**src/rtl/deadtime_insertion.sv**
```systemverilog
// rtl/deadtime_insertion.sv - half-bridge dead-time insertion with shoot-through blocking
// Optional DEADTIME_FAULT_LATCH_EN: a conflict latches into FAULT until fault_clear.
module deadtime_insertion #(
  parameter int bitwidth         = 8,
  parameter int default_deadtime = 4
) (
  input  logic                clock,
  input  logic                reset_n,
  input  logic                highside_input,
  input  logic                lowside_input,
  input  logic [bitwidth-1:0] deadtime_ticks,
  input  logic                load_enable,
  input  logic                fault_clear,
  output logic                highside_output,
  output logic                lowside_output,
  output logic                deadtime_active_output,
  output logic                fault_output
);

  typedef enum logic [2:0] {
    st_off   = 3'd0,
    st_dead  = 3'd1,
    st_high  = 3'd2,
    st_low   = 3'd3,
    st_fault = 3'd4
  } state_t;

  localparam logic [bitwidth-1:0] reset_ticks = bitwidth'(default_deadtime);
  localparam logic [bitwidth-1:0] one_tick    = bitwidth'(1);

  state_t              state, next_state;
  logic [bitwidth-1:0] counter, next_counter, shadow;
  logic                req_high, req_low, conflict;

  assign req_high = highside_input & ~lowside_input;
  assign req_low  = lowside_input & ~highside_input;
  assign conflict = highside_input & lowside_input;

  // Reset lands in DEAD so a full default gap precedes the first gate after release.
  always_ff @(posedge clock or negedge reset_n) begin
    if (!reset_n) begin
      state   <= st_dead;
      counter <= reset_ticks;
      shadow  <= reset_ticks;
    end else begin
      state   <= next_state;
      counter <= next_counter;
      if (load_enable) shadow <= deadtime_ticks;
    end
  end

`ifndef DEADTIME_FAULT_LATCH_EN
  logic fault_seen;

  always_ff @(posedge clock or negedge reset_n) begin
    if (!reset_n) fault_seen <= 1'b0;
    else          fault_seen <= conflict;
  end
`endif

  always_comb begin
    next_state   = state;
    next_counter = counter;
    if (conflict) begin
`ifdef DEADTIME_FAULT_LATCH_EN
      next_state   = st_fault;
`else
      next_state   = st_dead;
      next_counter = shadow;
`endif
    end else begin
      case (state)
        st_off: begin
          if (req_high)     next_state = st_high;
          else if (req_low) next_state = st_low;
        end
        st_high: begin
          if (!req_high) begin
            next_state   = st_dead;
            next_counter = shadow;
          end
        end
        st_low: begin
          if (!req_low) begin
            next_state   = st_dead;
            next_counter = shadow;
          end
        end
        st_dead: begin
          // Counter saturates at zero; the gap ends one edge after it gets there.
          if (counter != '0)  next_counter = counter - one_tick;
          else if (req_high)  next_state   = st_high;
          else if (req_low)   next_state   = st_low;
          else                next_state   = st_off;
        end
        st_fault: begin
          if (fault_clear) begin
            next_state   = st_dead;
            next_counter = shadow;
          end
        end
        default: begin
          next_state   = st_dead;
          next_counter = shadow;
        end
      endcase
    end
  end

  always_comb begin
    highside_output        = (state == st_high);
    lowside_output         = (state == st_low);
    deadtime_active_output = (state == st_dead) || (state == st_fault);
`ifdef DEADTIME_FAULT_LATCH_EN
    fault_output           = (state == st_fault);
`else
    fault_output           = fault_seen;
`endif
  end

endmodule

```
**config.mk**
```make
export PLATFORM = sky130hd
export DESIGN_NAME = deadtime_insertion
export DESIGN_NICKNAME = d
export VERILOG_FILES = /design/src/rtl/deadtime_insertion.sv
export SDC_FILE = /design/constraint.sdc
export NUM_CORES = 1
export LEC_CHECK = 0
export BUFFER_PORTS_ARGS = -buffer_cell sky130_fd_sc_hd__buf_2
export CAP_MARGIN = 25
export CELL_PAD_IN_SITES_DETAIL_PLACEMENT = 1
export CELL_PAD_IN_SITES_GLOBAL_PLACEMENT = 1
export CORE_ASPECT_RATIO = 1.4
export CORE_MARGIN = 5
export CORE_UTILIZATION = 48
export CTS_BUF_LIST = sky130_fd_sc_hd__clkbuf_8
export DETAILED_ROUTE_END_ITERATION = 12
export GPL_ROUTABILITY_DRIVEN = 1
export MAX_ROUTING_LAYER = met4
export PLACE_DENSITY_LB_ADDON = 0.15
export RECOVER_POWER = 100
export SLEW_MARGIN = 20
export SYNTH_ARGS = -nofsm -noshare
export SYNTH_HDL_FRONTEND = slang
export SYNTH_SLANG_ARGS = --single-unit
```
**constraint.sdc**
```tcl
create_clock -name clock -period 3.7 [get_ports clock]
set_input_delay 0 -clock clock [delete_from_list [all_inputs] [get_ports clock]]
set_output_delay 0 -clock clock [all_outputs]
set_load 0.02 [all_outputs]
```
==> results.json <==
{
  "yosysSeqAreaShare_pct": 43.9,
  "grt.overflow.total": 0,
  "period_needed_ns": 2.06,
  "grt_max_degree": 20,
  "antenna_cells": 0,
  "vias": 914,
  "synth_edf_count": 0,
  "yosysTopAreaCell": "dfrtp_1",
  "num-fill-cells": 246,
  "slowest_stage": "dfstp_1",
  "yosys_warnings": 0,
  "insertion_delay_ns": 0.26,
  "ant_nets": 0,
  "dp_slack_ns": 1.90,
  "wl_per_cell_um": 19.1,
  "start_util_pct": 50.1,
  "tns_ns": 0,
  "hpwl_um": 1930,
  "timing.final.ws_setup_ns": 1.64,
  "synth_top_area_share_pct": 36.7,
  "seqPwrFrac_pct": 39.0,
  "regToRegSetupSlack_ns": 1.64,
  "die-area_um2": 3340,
  "syn_to_final_growth_pct": 18.5,
  "post-route-period-util_pct": 55.8,
  "ys_ff_latch": 19,
  "htreeDepth": 1,
  "crit_fanout": 8,
  "cts_tree": "built",
  "finalNetCount": 147,
  "yosys.cell_types.count": 39,
  "grt_pass1_vias": 1040,
  "synth.most_common_cell": "dfrtp_1",
  "syn_area_per_cell_um2": 10.7,
  "setup_violations": 0,
  "synth_common_cells": "16 x dfrtp_1, 11 x nor2_1, 10 x nand2_1, 8 x mux2_2, 7 x inv_1",
  "min_to": "shadow[5]",
  "max-slew-margin-rel_pct": 32.5,
  "core_area_um2": 2180,
  "cp.required_ns": 3.85,
  "grt_antenna_before_repair": 0,
  "path_cells": "mux2i_1 -> a21oi_1 -> nand2_1 -> mux2_4",
  "finalWirelength_um": 2840,
  "drt-initial-drc-count": 13,
  "path_clk_slew_ns": 0.08,
  "ys.flop_type": "dfrtp_1",
  "rows": 20,
  "maxCapViolCount": 0,
  "crit_start": "state[0]",
  "holdCritStartpoint": "deadtime_ticks[5]",
  "hold_path.class": "input port to flip-flop",
  "synthCells": 102,
  "hold_depth": 2,
  "vias_per_cell": 6.13,
  "cp_num_buf_inv": 0,
  "tightest_slew_ns": 1.01,
  "synth_area_um2": 1090,
  "path_delay_family": "flip-flops",
  "p_int_uw": 539,
  "clock_path_buffers": 2,
  "report.final.slew_viol_count": 0,
  "pin_count": 18,
  "crit_type": "flip-flop to flip-flop",
  "place_congestion": 0.754,
  "die_w_um": 50.3,
  "p_sw_share_pct": 43.1,
  "firstDrtPassIters": 6,
  "ys_async_sr_fraction_pct": 100,
  "skew_ns": 0.00131,
  "cts.sinks": 19,
  "cp_data_arrival_time_ns": 2.22,
  "r2r_start": "state[0]",
  "fmax_mhz": 485,
  "synth_area_leaders": "dfrtp_1 37%, mux2_2 8.3%, dfstp_2 7.2%, ha_1 5.7%, nor2_1 3.8%",
  "power_frac_clock_pct": 16.1,
  "p_leak_nw": 0.580,
  "port_buffers": 16,
  "cts_root_buffer": "clkbuf_8",
  "combinationalPowerShare_pct": 44.9,
  "die_h_um": 66.4,
  "track_usage_pct": 19.9,
  "status": "finished clean",
  "r2r-end": "counter[1]",
  "critPathLaunchType": "flip-flop",
  "max_stage_delay_ns": 0.62,
  "switching_power_uw": 407,
  "crit_path_end_kind": "flip-flop",
  "grt_setup_unrepaired": "false",
  "finalHoldViolCount": 0,
  "power_density_nw_per_um2": 732,
  "drcViolationCount": 0,
  "ir_drop_mv": 0.384,
  "grt_pass1_wl_um": 4850,
  "cts-buffers-inserted": 3,
  "rr_worst_depth": 4,
  "syn-num-nets": 121,
  "drive_gt1_share_pct": 24.4
}
[state kept, by name, summed over array words and instances, names as in the netlist]
name	flops
fault_output	1
counter	8
state	2
shadow	8
[cells in the final DEF (no fill, tap or decap), types with 2 or more instances in the layout]
master         instances
dfrtp_1               16
nor2_1                11
nand2_1               11
buf_2                 11
mux2_2                 8
dlygate4sd3_1          8
inv_1                  7
a21oi_1                6
ha_1                   5
clkbuf_1               5
o21ai_0                4
clkbuf_8               3
nor4_1                 2
o32ai_1                2
o22a_1                 2
dfstp_2                2
[power by group through the flow]
stage / Clock, mW / Combinational (mW) / Sequential [mW]
2_1_floorplan: 0 / 0.338 / 0.339
3_3_place_gp: 0 / 0.397 / 0.361
3_5_place_dp: 0 / 0.415 / 0.367
4_1_cts: 0.156 / 0.437 / 0.368
5_1_grt: 0.171 / 0.468 / 0.379
6_report: 0.153 / 0.425 / 0.369
[metal layers]
metal	track usage, %	share of wire, %
met5	-	0
met4	11.2	3.4
met3	4.29	5.5
met2	36.2	56
met1	19.0	35
[through the flow]
| stage | instances | area, um^2 | utilization, % | hold slack, ns | total power, mW |
|---|---|---|---|---|---|
| 3_3_place_gp | 137 | 1180 | 54.1 | -0.0398 | 0.759 |
| 3_5_place_dp | 137 | 1180 | 54.1 | -0.0317 | 0.783 |
| 6_report | 149 | 1290 | 59.4 | 0.0169 | 0.946 |
| 4_1_cts | 149 | 1310 | 60.1 | 0.0150 | 0.962 |
| 2_1_floorplan | 102 | 1090 | - | -0.296 | 0.677 |
| 5_1_grt | 149 | 1290 | 59.4 | 0.00308 | 1.02 |
[final cells by class]
cell class	instances	area (um^2)	share of cell area, %
Clock inverter	1	7.51	0.581
Sequential cell	19	479	37.1
Inverter	7	26.3	2.03
Tap cell	22	27.5	2.13
Timing Repair Buffer	24	154	11.9
Clock buffer	3	41.3	3.19
Multi-Input combinational cell	73	557	43.1
[worst max-delay path by stage]
| stage | endpoint | slack [ns] | cells past startpoint |
|---|---|---|---|
| 2_1_floorplan | counter[1] | 2.16 | 4 |
| 3_3_place_gp | counter[4] | 1.94 | 4 |
| 3_5_place_dp | counter[5] | 1.90 | 4 |
| 4_1_cts | counter[4] | 1.83 | 5 |
| 5_1_grt | counter[1] | 1.43 | 4 |
| 6_report | counter[1] | 1.64 | 4 |
[cells by family after synthesis]
group / Yosys count / share of synthesized area [%]
buffers and inverters: 10 / 4.24
muxes: 10 / 10.6
and+or+nand+nor: 31 / 16.1
adders and majority gates: 5 / 5.73
AOI/OAI and AO/OA: 27 / 19.5
DFF: 19 / 43.9
[repair_timing]
item / CTS / global route
endpoints found under the setup margin: 0 / 0
endpoints found under the hold margin: 23 / 0
resized for setup: 0 / 0
hold buffers: 8 / 0
buffers inserted: 0 / 0
Note: power is estimated with default switching activity, not from simulation.
